$ cat config.mk
export PLATFORM = sky130hd
export DESIGN_NAME = uart_tx_arb
export DESIGN_NICKNAME = d
export VERILOG_FILES = /design/src/rtl/uart_pkg.sv /design/src/rtl/rr_pick.sv /design/src/rtl/uart_tx_arb.sv
export SDC_FILE = /design/constraint.sdc
export NUM_CORES = 1
export LEC_CHECK = 0
export ABC_AREA = 1
export BUFFER_PORTS_ARGS = -buffer_cell sky130_fd_sc_hd__buf_2
export CAP_MARGIN = 5
export CORE_UTILIZATION = 51
export DETAILED_ROUTE_END_ITERATION = 6
export PLACE_DENSITY = 0.82
export SYNTH_ARGS = -nofsm -noshare
export SYNTH_HDL_FRONTEND = slang
export SYNTH_SLANG_ARGS = --single-unit
$ cat constraint.sdc
create_clock -name ifclk -period 1.9 [get_ports ifclk]
set_clock_uncertainty 0.2 [all_clocks]
set_input_delay 0 -clock ifclk [delete_from_list [all_inputs] [get_ports ifclk]]
set_output_delay 0 -clock ifclk [all_outputs]
set_load 0.01 [all_outputs]
$ cat src/rtl/uart_pkg.sv
// Shared UART definitions: state encoding for the transmitter arbiter.
package uart_pkg;

    typedef enum logic [1:0] {
        ARB_IDLE      = 2'd0,
        ARB_SEND      = 2'd1,
        ARB_WAIT_DONE = 2'd2
    } uart_arb_state_t;

endpackage

$ cat src/rtl/rr_pick.sv
// Combinational round-robin picker: first asserted request at or above ptr,
// wrapping modulo NUM_REQ.
module rr_pick #(
    parameter int  NUM_REQ = 4,
    localparam int IW      = $clog2(NUM_REQ)
) (
    input  logic [NUM_REQ-1:0] req,
    input  logic [IW-1:0]      ptr,
    output logic               found,
    output logic [IW-1:0]      idx
);

    logic [NUM_REQ-1:0] hit;
    logic [IW-1:0]      cand [NUM_REQ];

    // cand[k] is the requester k places after ptr in scan order
    for (genvar gi = 0; gi < NUM_REQ; gi++) begin : g_cand
        assign cand[gi] = IW'((int'(ptr) + gi) % NUM_REQ);
        assign hit[gi]  = req[cand[gi]];
    end

    always_comb begin
        found = 1'b0;
        idx   = '0;
        for (int k = NUM_REQ - 1; k >= 0; k--) begin
            if (hit[k]) begin
                found = 1'b1;
                idx   = cand[k];
            end
        end
    end

endmodule

$ cat src/rtl/uart_tx_arb.sv
// Round-robin arbiter sharing one UART transmitter among NUM_REQ byte streams;
// grants last one packet, capped by a burst limit and an idle-hold timeout.
module uart_tx_arb
    import uart_pkg::*;
#(
    parameter int  NUM_REQ      = 4,
    parameter int  MAX_BURST    = 16,
    parameter int  HOLD_TIMEOUT = 1024,
    localparam int IW           = $clog2(NUM_REQ),
    localparam int BW           = $clog2(MAX_BURST + 1),
    localparam int HW           = $clog2(HOLD_TIMEOUT)
) (
    input  logic                   ifclk,
    input  logic                   resetb,
    input  logic                   enable,
    input  logic [NUM_REQ-1:0]     req_valid,
    input  logic [8*NUM_REQ-1:0]   req_data,
    input  logic [NUM_REQ-1:0]     req_last,
    output logic [NUM_REQ-1:0]     req_ready,
    output logic [7:0]             tx_data,
    output logic                   we,
    input  logic                   tx_busy,
    input  logic                   tx_done,
    output logic                   grant_valid,
    output logic [IW-1:0]          grant_id,
    output logic                   timeout_pulse
);

    uart_arb_state_t state_q, state_d;
    logic [IW-1:0]   g_q, g_d;
    logic [IW-1:0]   rr_ptr_q, rr_ptr_d;
    logic [BW-1:0]   burst_cnt_q, burst_cnt_d;
    logic [HW-1:0]   hold_cnt_q, hold_cnt_d;
    logic            last_q, last_d;

    logic            pick_found;
    logic [IW-1:0]   pick_idx;
    logic [IW-1:0]   g_wrap;
    logic            valid_g;
    logic            fire;

    rr_pick #(.NUM_REQ(NUM_REQ)) u_pick (
        .req   (req_valid),
        .ptr   (rr_ptr_q),
        .found (pick_found),
        .idx   (pick_idx)
    );

    assign valid_g = req_valid[g_q];
    // The releasing requester becomes the lowest priority on the next scan
    assign g_wrap  = (g_q == IW'(NUM_REQ - 1)) ? '0 : g_q + 1'b1;

    always_comb begin
        state_d       = state_q;
        g_d           = g_q;
        rr_ptr_d      = rr_ptr_q;
        burst_cnt_d   = burst_cnt_q;
        hold_cnt_d    = hold_cnt_q;
        last_d        = last_q;
        fire          = 1'b0;
        timeout_pulse = 1'b0;
        case (state_q)
            ARB_IDLE: begin
                if (enable && pick_found) begin
                    g_d         = pick_idx;
                    burst_cnt_d = '0;
                    hold_cnt_d  = '0;
                    state_d     = ARB_SEND;
                end
            end
            ARB_SEND: begin
                if (valid_g && !tx_busy) begin
                    fire        = 1'b1;
                    burst_cnt_d = burst_cnt_q + 1'b1;
                    last_d      = req_last[g_q];
                    state_d     = ARB_WAIT_DONE;
                end else if (!valid_g) begin
                    if (hold_cnt_q == HW'(HOLD_TIMEOUT - 1)) begin
                        timeout_pulse = 1'b1;
                        rr_ptr_d      = g_wrap;
                        state_d       = ARB_IDLE;
                    end else begin
                        hold_cnt_d = hold_cnt_q + 1'b1;
                    end
                end
            end
            ARB_WAIT_DONE: begin
                if (tx_done) begin
                    if (last_q || (burst_cnt_q == BW'(MAX_BURST)) || !enable) begin
                        rr_ptr_d = g_wrap;
                        state_d  = ARB_IDLE;
                    end else begin
                        hold_cnt_d = '0;
                        state_d    = ARB_SEND;
                    end
                end
            end
            default: state_d = ARB_IDLE;
        endcase
    end

    always_ff @(posedge ifclk or negedge resetb) begin
        if (!resetb) begin
            state_q     <= ARB_IDLE;
            g_q         <= '0;
            rr_ptr_q    <= '0;
            burst_cnt_q <= '0;
            hold_cnt_q  <= '0;
            last_q      <= 1'b0;
        end else begin
            state_q     <= state_d;
            g_q         <= g_d;
            rr_ptr_q    <= rr_ptr_d;
            burst_cnt_q <= burst_cnt_d;
            hold_cnt_q  <= hold_cnt_d;
            last_q      <= last_d;
        end
    end

    assign we          = fire;
    assign grant_valid = (state_q != ARB_IDLE);
    assign grant_id    = g_q;
    assign tx_data     = (state_q == ARB_SEND) ? req_data[8*g_q +: 8] : 8'h00;

    always_comb begin
        req_ready      = '0;
        req_ready[g_q] = fire;
    end

endmodule

-- Yosys cells after proc, flatten, opt, wreduce, memory -nomap -nowiden
Cells that the tools add are included.
- register bits after elaboration: 22
- bits of input ports: 45
- output and inout bits: 17
- logic and storage cells: 107
- $add $sub $neg: 6
- magnitude comparators: 6
- equality and inequality tests: 16
- shifts and indexed selects: 1
- mux-type cells: 53
- bitwise gates (word level): 1
- reductions and logical operators: 18
- operators with widths (operator ; number):
    two-way mux 10 bit ; 6
    variable part select 32 x 6 -> 8 bit ; 1
    two-way mux 2 bit ; 15
    case mux 10 bit (3 select lines) ; 1
    two-way mux 1 bit ; 18
    inequality test 2 bit, second input constant ; 9
    less-than comparator 2 x 3 -> 1 bit, second input constant ; 5
    binary-select mux 1 bit (select 2 bit) ; 6
    adder 10 x 1 -> 10 bit, second input constant ; 1
    equality test 10 bit, second input constant ; 1
    two-way mux 5 bit ; 2
    case mux 5 bit (2 select lines) ; 1
    two-way mux 8 bit ; 1
    AND reduction 7 bit ; 1
    inequality test 3 bit, second input constant ; 2
    case mux 2 bit (3 select lines) ; 1
    AND reduction 6 bit ; 1
    nonzero test 2 bit ; 3
    adder 5 x 1 -> 5 bit, second input constant ; 1
    equality test 5 bit, second input constant ; 1
    adder 2 x 1 -> 2 bit, second input constant ; 2
    adder 2 bit, second input constant ; 2
    AND 4 bit ; 1
    equality test 2 bit, second input constant ; 2
    12 further kinds ; 17

-- Depth between registers and ports, before layout
Gate-level depths: netlist of the first run.
- depth after elaboration: 10
- depth in mapped cells: 12
- depth with buffers taken out: 11

-- Hierarchy
From an unflattened synthesis of the first run, not the netlist that was laid out.
- cell total of the unflattened synthesis: 334
- area total of the unflattened synthesis: 2079.5 um^2
- by module, submodules not included (module ; times used ; cells an instance ; area each (um^2) ; sequential area each (um^2)):
    uart_tx_arb ; 1 ; 288 ; 1866.8 ; 550.5
    rr_pick ; 1 ; 46 ; 212.7 ; 0.0

-- Least setup slack after synthesis of the first run
No wires, ideal clock.
- path type: reg-to-reg
- start: reg hold_cnt_q[0]
- end: reg hold_cnt_q[6]
- setup time: 0.117 ns
- data arrival time: 1.365 ns
- data required time: 1.583 ns
- slack: 0.218 ns
- stages on the path, launching flop included: 12
- path buffers: 0
- period minus slack after synthesis: 1.682 ns
- cell sequence: dfrtp_1 -> ha_1 -> nand2_1 -> nor2_1 -> nand2_1 -> nor2_1 -> nand2_1 -> nand2_1 -> nor2_1 -> nand2_2 -> nand2_1 -> nand2_1
- longest elaborated chain between the ends: 5
- elaborated cells on any way between the ends: 8
- those cells by class: 1 x add/sub; 2 x eq/ne; 4 x mux; 1 x reduce/logical
- RTL lines (element ; line ; text):
    start, declared ; uart_tx_arb.sv:33 ; logic [HW-1:0] hold_cnt_q, hold_cnt_d;
    start signal, assigned ; uart_tx_arb.sv:115 ; hold_cnt_q <= hold_cnt_d;
    adder 10 x 1 -> 10 bit ; uart_tx_arb.sv:83 ; hold_cnt_d = hold_cnt_q + 1'b1;
    two-way mux 10 bit ; uart_tx_arb.sv:78 ; if (hold_cnt_q == HW'(HOLD_TIMEOUT - 1)) begin
    two-way mux 10 bit ; uart_tx_arb.sv:77 ; end else if (!valid_g) begin
    two-way mux 10 bit ; uart_tx_arb.sv:72 ; if (valid_g && !tx_busy) begin
    case mux 10 bit (3 select lines) ; uart_tx_arb.sv:62 ; case (state_q)
Several ways; a longest one is shown, not always the timed one. The select of a mux whose other input is x is not followed.
A chain may end at the register's enable or synchronous reset.

-- Final worst setup path of the first run
- start: reg hold_cnt_q[1]
- end: out timeout_pulse
- longest elaborated chain between the ends: 5
- RTL lines (element ; line ; text):
    equality test 10 bit ; uart_tx_arb.sv:78 ;
    two-way mux 1 bit ; uart_tx_arb.sv:78 ;
    two-way mux 1 bit ; uart_tx_arb.sv:77 ;
    two-way mux 1 bit ; uart_tx_arb.sv:72 ;
    two-way mux 1 bit ; uart_tx_arb.sv:62 ;
    end, declared ; uart_tx_arb.sv:26 ; output logic timeout_pulse
No other way between the ends.

==> results of run 1 <==
[how the worst max path moves through the flow]
stage | start | end | slack, ns
floorplan | hold_cnt_q[0] | hold_cnt_q[6] | 0.22
global placement | hold_cnt_q[1] | hold_cnt_q[1] | 0.12
detailed placement | hold_cnt_q[1] | hold_cnt_q[3] | 0.07
CTS | state_q[0] | tx_data[6] | 0.02
global route | hold_cnt_q[1] | hold_cnt_q[6] | -0.08
finish | hold_cnt_q[1] | timeout_pulse | 0.04
[cells by family (layout without fill, tap and decap cells)]
kind of cell / Yosys count / after routing
xor gates and xnor gates: 6 / 6
buffers and inverters: 40 / 115
DFF: 22 / 22
and+or+nand+nor: 205 / 206
AOI/OAI and AO/OA: 36 / 36
adders and majority gates: 7 / 7
[flip-flops by register name, summed over array words and instances (netlist names)]
register	count
burst_cnt_q	5
grant_id	2
hold_cnt_q	10
last_q	1
rr_ptr_q	2
state_q	2
[layer usage]
layer	track usage [%]	wire, µm	part of all wire (%)
met1	31.61	2318	42
met2	48.54	2672	48
met3	4.167	466	8.4
met4	9.091	82	1.5
met5	0	0	0
[critical path: cells and delay by family (launching register included)]
family / cells / cell delay [ns]
and+or+nand+nor: 6 / 0.63
DFF: 1 / 0.40
adders and majority gates: 1 / 0.21
buffers and inverters: 1 / 0.14
[layout make-up]
cell class	count	share of cell area, %
Tap cell	46	2.301
Inverter	27	4.302
Multi-Input combinational cell	255	49.42
Clock buffer	4	2.201
Sequential cell	22	22.11
Timing Repair Buffer	84	19.66
[Yosys cell counts (2+ instances only)]
cell / n
inv_2: 2
o21ai_0: 21
xor2_1: 5
nand3_1: 32
dfrtp_1: 22
nor3b_1: 2
nor2_1: 64
ha_1: 7
nor2_2: 2
buf_6: 3
nand4_1: 2
nand2_2: 4
buf_2: 4
clkbuf_1: 5
nand2_1: 94
a21oi_1: 10
inv_1: 24
[repair_timing]
action / in CTS / in global routing
pin swaps: 0 / 5
buffers inserted: 0 / 5
hold buffers: 4 / 0
hold endpoints to repair: 28 / 0
resized for setup: 1 / 14
gates cloned: 0 / 1
setup endpoints to repair: 1 / 21
[layout by cell type (no fill, tap or decap), drive strengths merged, types with 2 or more instances in the layout]
| cell type | Yosys | final |
|---|---|---|
| nand2 | 98 | 99 |
| dlygate4sd3 | 0 | 4 |
| o21ai | 22 | 22 |
| nor3b | 2 | 2 |
| inv | 27 | 26 |
| xor2 | 5 | 5 |
| nor2 | 67 | 67 |
| dfrtp | 22 | 22 |
| clkbuf | 5 | 4 |
| nand4 | 2 | 2 |
| a21oi | 11 | 11 |
| ha | 7 | 7 |
| nand3 | 33 | 33 |
| buf | 8 | 80 |
[power by group through the flow]
stage | combinational, µW | clock, µW | sequential, µW
detailed placement | 2210 | 0 | 740
floorplan | 1570 | 0 | 708
global route | 2720 | 364 | 757
CTS | 2230 | 344 | 730
global placement | 2160 | 0 | 732
finish | 2440 | 345 | 742
[through the flow]
| step | total power (µW) | utilization [%] | hold WS [ns] | setup TNS, ns |
|---|---|---|---|---|
| finish | 3530 | 72.11 | 0.03299 | 0 |
| global route | 3841 | 72.11 | 0.05349 | -0.8095 |
| CTS | 3309 | 69.62 | 0.02627 | 0 |
| detailed placement | 2947 | 66.81 | -0.2080 | 0 |
| global placement | 2895 | 66.81 | -0.2099 | 0 |
| floorplan | 2280 | - | -0.4956 | 0 |
==> results.cfg, run 1 <==
[logic_synthesis]
synth_xor_area_share_pct = 2.724
seq_area_frac_synth_pct = 28.53
yosys-top-cells-area = dfrtp_1, nand2_1, nor2_1
netlist_instances = 316
synth.avg_cell_area_um2 = 6.106
synthAdderAreaFrac_pct = 4.540
synth_edf_count = 0
synth_ff_type = dfrtp_1
synth-compound-area-share_pct = 10.25
synth_warnings = 0
synthMuxAreaShare_pct = 0
synth_top_area_cell = dfrtp_1
ys_seq_elements = 22
synth_top_family_by_area = simple AND/OR/NAND/NOR gates
synthesis.area_um2 = 1929
yosys.area.top_type_share_pct = 28.53
synth_nets = 368
async_flop_share_pct = 100.0
synthSimpleGateAreaFrac_pct = 44.42
synth_cell_types = 30

[drt]
routed-via-count = 2286
route.detailed.drc = 0
wl_per_cell_um = 12.65
postRouteAntennaNets = 0
avgViaCountPerCell = 5.219
drtIter0Drc = 122
first_pass_iters = 4
routed_wl_um = 5540

[placed_design]
dp_cells = 424
io_buffers = 61
gp_congestion = 0.8637
placed_area_um2 = 2317
pre_cts_slack_ns = 0.06569
dp_hpwl_um = 3848

[global_routing]
grt_pass1_vias = 2078
track_usage_pct = 26.79
grt_pass1_wl_um = 8659
antenna_found_initial = 0
grt_overflow = 0
grt_max_degree = 23

[power]
power_frac_seq_pct = 21.0
ir_drop_mv = 0.9293
leakage_uw = 0.001357
p_int_uw = 1719
pwr_density_cell_nw_per_um2 = 1411
swShare_pct = 51.31
p_switching_uw = 1811
combPwrFrac_pct = 69.2
clockPowerShare_pct = 9.8

[setup_path]
crit_path_cell_trace = ha_2 -> nand2_2 -> nor2_4 -> nand2_2 -> nor2_4 -> nand3_2 -> nor2_1 -> buf_2
crit_required_ns = 1.70
crit_slowest_cell = dfrtp_1
end_kind = output pin
reg2reg_depth = 11
arrival_ns = 1.66
crit-reg2reg-launch = hold_cnt_q[1]
cp-start-kind = flop
worstReg2RegEnd = hold_cnt_q[8]
critical_path_class = flop to output pin
cp_slowest_stage_delay_ns = 0.40
cp_max_fo = 4
r2r_slack_ns = 0.04

[floorplanning]
core-area_um2 = 3468
die_height_um = 63.51
initial_core_util_pct = 55.63
ioPinCount = 62
core.rowCount = 21
fp.dieW_um = 63.51
die_area_um2 = 4033

[final_layout]
fin_area_um2 = 2501
n_fill_cell = 285
nNetsFinal = 445
syn_to_final_growth_pct = 29.64
multi_input_area_um2 = 1236
antennaDiodeCount = 0
ff_latch_area_um2 = 553.0
fin_cells = 438
drive_gt1_share_pct = 27.55

[timing]
final.min_clock_period_ns = 1.862
tightest_slew_ns = 0.5187
fmax_mhz = 537.1
relSlewSlack_pct = 65.42
fin_ws_ns = 0.03809
finalHoldViolations = 0
period_share_pct = 98.00
finalMaxSlewViolations = 0
setup_viol = 0

[clock_network]
cts_buffers = 3
clk_latency_ns = 0.27
cts.sinks = 22
htreeDepth = 1
tritoncts = done
cts_buffer_depth = 2
path_clk_slew_ns = 0.08
root_buffer = clkbuf_8

[hold_path]
hold_start = req_last[0]
whs_path_depth = 5
hold_end = last_q
hold_path_class = input port to flop

[status]
status = finished, final reports clean

[run]
maxCapViolCount = 0
Note: power is estimated with default switching activity, not from simulation.
==> run 2, diff against run 1 <==
--- a/constraint.sdc
+++ b/constraint.sdc
@@ -4,2 +4,2 @@
 set_output_delay 0 -clock ifclk [all_outputs]
-set_load 0.01 [all_outputs]
+set_load 0.005 [all_outputs]
==> results.cfg, run 2 (synthesized netlist as in run 1, its figures left out) <==
[final_layout]
fin_area_um2 = 2536
syn_to_final_growth_pct = 31.45
antennaDiodeCount = 0
largest_register = hold_cnt_q
drive_gt1_share_pct = 28.43
largest_register_ffs = 10
nNetsFinal = 447
reg_top3 = hold_cnt_q x10, burst_cnt_q x5
final_common_cell = nand2_1
layout_common_cells = nand2_1, nor2_1, buf_2, nand3_1, inv_1

[clock_network]
cts_buffer_depth = 2
path_clk_slew_ns = 0.08
cts.sinks = 22
tritoncts = done
clk_latency_ns = 0.27
htreeDepth = 1
cts_buffers = 3
root_buffer = clkbuf_8

[floorplanning]
core-area_um2 = 3468
die_height_um = 63.51
die_area_um2 = 4033
fp.dieW_um = 63.51
initial_core_util_pct = 55.63
core.rowCount = 21
ioPinCount = 62

[timing]
rsz0062_at_grt = yes
finalHoldViolations = 0
period_share_pct = 97.98
tns_ns = 0
setup_viol = 0
relSlewSlack_pct = 66.23
tightest_slew_ns = 0.5065
final.min_clock_period_ns = 1.862
fmax_mhz = 537.2
fin_ws_ns = 0.03843
finalMaxSlewViolations = 0

[setup_path]
crit_slowest_cell = dfrtp_1
cp-endpoint = timeout_pulse
critical_path_class = flop to output pin
worstReg2RegEnd = hold_cnt_q[2]
cp_max_fo = 4
reg2reg_depth = 11
r2r_slack_ns = 0.07
crit_required_ns = 1.70
cp.buffers_inverters = 1
crit-reg2reg-launch = hold_cnt_q[1]
cp.depth = 8
crit_family = simple AND/OR/NAND/NOR gates
cp_slowest_stage_delay_ns = 0.40
arrival_ns = 1.66
end_kind = output pin
crit_path_cell_trace = ha_2 -> nand2_2 -> nor2_4 -> nand2_2 -> nor2_4 -> nand3_1 -> nor2_1 -> buf_2
crit_path_start = hold_cnt_q[1]
cp-start-kind = flop

[power]
leakage_uw = 0.001376
pwr_density_cell_nw_per_um2 = 1380
ir_drop_mv = 0.7044

[global_routing]
track_usage_pct = 25.43
grt_overflow = 0
grt_max_degree = 23
antenna_found_initial = 0
grt_pass1_wl_um = 8266
grt_pass1_vias = 2002

[drt]
first_pass_iters = 4
postRouteAntennaNets = 0
drtIter0Drc = 156
route.detailed.drc = 0
wl_per_cell_um = 12.33
avgViaCountPerCell = 5.241
routed-via-count = 2306
routed_wl_um = 5424

[placed_design]
io_buffers = 61
dp_hpwl_um = 3687
gp_congestion = 0.8510
placed_area_um2 = 2310
pre_cts_slack_ns = 0.05115

[status]
status = finished, final reports clean

[run]
maxCapViolCount = 0

[hold_path]
hold_path_class = input port to asynchronous set/reset pin
run 2: changes by cell type in the layout (fill, tap and decap cells not counted):
| cell | delta |
|---|---|
| nand2_4 | +1 |
| nor2_2 | +1 |
| buf_6 | +1 |
| dfrtp_1 | +1 |
| dfrtp_2 | -1 |
| nand3_2 | +1 |
| a21oi_2 | +1 |
| a21oi_1 | -1 |
| buf_4 | +2 |
| nand3_1 | -1 |
| nand2_2 | -2 |
| nor2_1 | -1 |
run 2: through the flow:
| stage | util, % | power [µW] | cells | hold WS (ns) |
|---|---|---|---|---|
| 3_3_place_gp | 66.59 | 2814 | 423 | -0.2092 |
| 5_1_grt | 73.12 | 3812 | 440 | 0.09173 |
| 3_5_place_dp | 66.59 | 2852 | 423 | -0.2053 |
| 4_1_cts | 69.34 | 3218 | 431 | 0.02712 |
| 2_1_floorplan | - | 2219 | 316 | -0.4956 |
| 6_report | 73.12 | 3500 | 440 | 0.02867 |
run 2: power by group:
group,internal [µW],switching [µW],total (µW)
logic,977,1440,2420
registers,592,141,733
clock network,185,160,345
run 2: per-layer routing:
| metal | track usage (%) | vias to the layer above | share of wire (%) |
|---|---|---|---|
| li1 | - | 1148 | - |
| met5 | 0 | - | 0 |
| met3 | 4.167 | 7 | 6.9 |
| met2 | 44.41 | 96 | 48 |
| met1 | 31.00 | 1055 | 44 |
| met4 | 9.375 | 0 | 1.4 |
run 2: how the worst min path moves through the flow:
| stage | start | to |
|---|---|---|
| after floorplan | resetb | burst_cnt_q[0] |
| after global placement | resetb | hold_cnt_q[7] |
| after CTS | req_last[0] | last_q |
| after global routing | resetb | hold_cnt_q[7] |
| after detailed placement | resetb | hold_cnt_q[7] |
| final | resetb | hold_cnt_q[7] |
run 2: layout make-up:
class                           instances  area [µm²]
Multi-Input combinational cell        254        1246
Fill cell                             274       932.1
Sequential cell                        22       551.8
Timing Repair Buffer                   87       518.0
Inverter                               27       107.6
Tap cell                               46       57.56
Clock buffer                            4       55.05
run 2: repair_timing:
action / 4_1_cts / 5_1_grt
hold endpoints to repair: 29 / 0
endpoints found under the setup margin: 0 / 21
setup buffers: 0 / 9
gates resized for setup: 0 / 18
hold buffers: 4 / 0
==> run 3, diff against run 2 <==
- CORE_UTILIZATION: 51 -> 53
- CTS_BUF_LIST: not set -> sky130_fd_sc_hd__clkbuf_4
- PLACE_DENSITY: 0.82 -> 0.85
- SLEW_MARGIN: not set -> 10
==> results.cfg, run 3 (synthesized netlist as in run 1, its figures left out) <==
[status]
status = finished, violations left
violations = negative hold slack

[clock_network]
path_clk_slew_ns = 0.13
htreeDepth = 1
cts_buffers = 3
clk_latency_ns = 0.31
cts.sinks = 22
root_buffer = clkbuf_4
cts_buffer_depth = 2
tritoncts = done

[global_routing]
antenna_found_initial = 0
track_usage_pct = 26.93
grt_max_degree = 23
grt_pass1_vias = 2087
grt_pass1_wl_um = 8618
grt_overflow = 0

[placed_design]
dp_hpwl_um = 3748
dp_cells = 422
gp_congestion = 0.8385
io_buffers = 61
pre_cts_slack_ns = 0.09617
placed_area_um2 = 2302

[setup_path]
cp-start-kind = flop
end_kind = flop
arrival_ns = 1.89
crit_family = simple AND/OR/NAND/NOR gates
reg2reg_depth = 6
r2r_slack_ns = 0.01
crit_path_cell_trace = buf_4 -> nor2_1 -> nand3_2 -> inv_1 -> nand2_1 -> o21a_1
critical_path_class = flop to flop
cp_slowest_stage_delay_ns = 0.43
cp.buffers_inverters = 2
worstReg2RegEnd = grant_id[1]
crit_slowest_cell = dfrtp_1
crit_required_ns = 1.91
crit-reg2reg-launch = state_q[0]
cp_max_fo = 7

[floorplanning]
ioPinCount = 62
die_area_um2 = 3886
die_height_um = 62.34
fp.dieW_um = 62.34
core-area_um2 = 3416
core.rowCount = 21
initial_core_util_pct = 56.48

[timing]
fin_ws_ns = 0.01498
tightest_slew_ns = 0.4947
hold_ws_ns = -0.01506
fmax_mhz = 530.5
rsz0062_at_grt = yes
setup_viol = 0
final.min_clock_period_ns = 1.885
finalMaxSlewViolations = 0
relSlewSlack_pct = 67.02
tns_ns = 0
period_share_pct = 99.21
finalHoldViolations = 22

[final_layout]
final_common_cell = nand2_1
ff_latch_area_um2 = 554.3
largest_register_ffs = 10
antennaDiodeCount = 0
syn_to_final_growth_pct = 35.73
layout_common_cells = nand2_1, buf_2, nor2_1, nand3_1, buf_4
nNetsFinal = 456
largest_register = hold_cnt_q
reg_top3 = hold_cnt_q x10, burst_cnt_q x5
multi_input_area_um2 = 1254
n_fill_cell = 254
fin_area_um2 = 2619
fin_cells = 449
drive_gt1_share_pct = 30.77

[drt]
routed_wl_um = 5541
drtIter0Drc = 136
routed-via-count = 2289
wl_per_cell_um = 12.34
route.detailed.drc = 0
postRouteAntennaNets = 0
avgViaCountPerCell = 5.098
first_pass_iters = 6

[power]
pwr_density_cell_nw_per_um2 = 1401
leakage_uw = 0.001414
finalPower_uw = 3669
ir_drop_mv = 0.8715

[run]
maxCapViolCount = 0

[hold_path]
hold_path_class = input port to asynchronous set/reset pin
## run 3: cell count changes in the layout (fill, tap and decap cells not counted), sizes merged
cell	delta
nand2	+1
dlygate4sd3	+2
buf	+6
bufinv	+1
clkbuf	-1
## run 3: what timing repair did
| item | in CTS | in global routing |
|---|---|---|
| setup endpoints to repair | 8 | 52 |
| resized for setup | 3 | 23 |
| pin swaps | 0 | 5 |
| buffers inserted | 2 | 14 |
| hold buffers | 7 | 0 |
| gates cloned | 0 | 1 |
| endpoints found under the hold margin | 31 | 0 |
## run 3: per-layer routing
metal | track usage [%] | up-vias | wire length [µm]
met5 | 0 | - | 0
met4 | 5.814 | 0 | 27
met3 | 4.044 | 4 | 472
met2 | 50.14 | 106 | 2777
met1 | 32.48 | 1000 | 2264
li1 | - | 1179 | -
## run 3: cell type report
| type | count | area share (%) |
|---|---|---|
| sequential | 22 | 21.17 |
| tap | 46 | 2.198 |
| clock buffer | 3 | 0.8600 |
| clock inverter | 1 | 1.147 |
| inverter | 27 | 4.205 |
| multi-input combinational | 255 | 47.87 |
| timing repair buffer | 95 | 22.55 |
## run 3: how the worst max path moves through the flow
stage | from | to | slack [ns] | cells after the start
after floorplan | hold_cnt_q[0] | hold_cnt_q[6] | 0.22 | 11
after global placement | hold_cnt_q[1] | hold_cnt_q[1] | 0.17 | 11
after detailed placement | hold_cnt_q[1] | hold_cnt_q[9] | 0.1 | 11
after CTS | hold_cnt_q[0] | timeout_pulse | 0.006 | 8
after global routing | hold_cnt_q[0] | hold_cnt_q[8] | -0.09 | 11
final | state_q[0] | grant_id[1] | 0.01 | 6
## run 3: where the power goes
part	internal [µW]	total (µW)	switching [µW]
clock network	213	357	144
logic	1080	2570	1500
registers	593	739	146
## run 3: worst register-to-register path, stage by stage, from the launching register on
cell and delay (ns):
dfrtp_1 0.43, buf_4 0.16, nor2_1 0.38, nand3_2 0.24
inv_1 0.13, nand2_1 0.07, o21a_1 0.17
## run 3: per-stage QoR
| step | utilization, % | hold WS [ns] |
|---|---|---|
| 2_1_floorplan | - | -0.4956 |
| 3_3_place_gp | 67.40 | -0.2142 |
| 3_5_place_dp | 67.40 | -0.2052 |
| 4_1_cts | 71.61 | 0.01236 |
| 5_1_grt | 76.67 | 0.02048 |
| 6_report | 76.67 | -0.01506 |
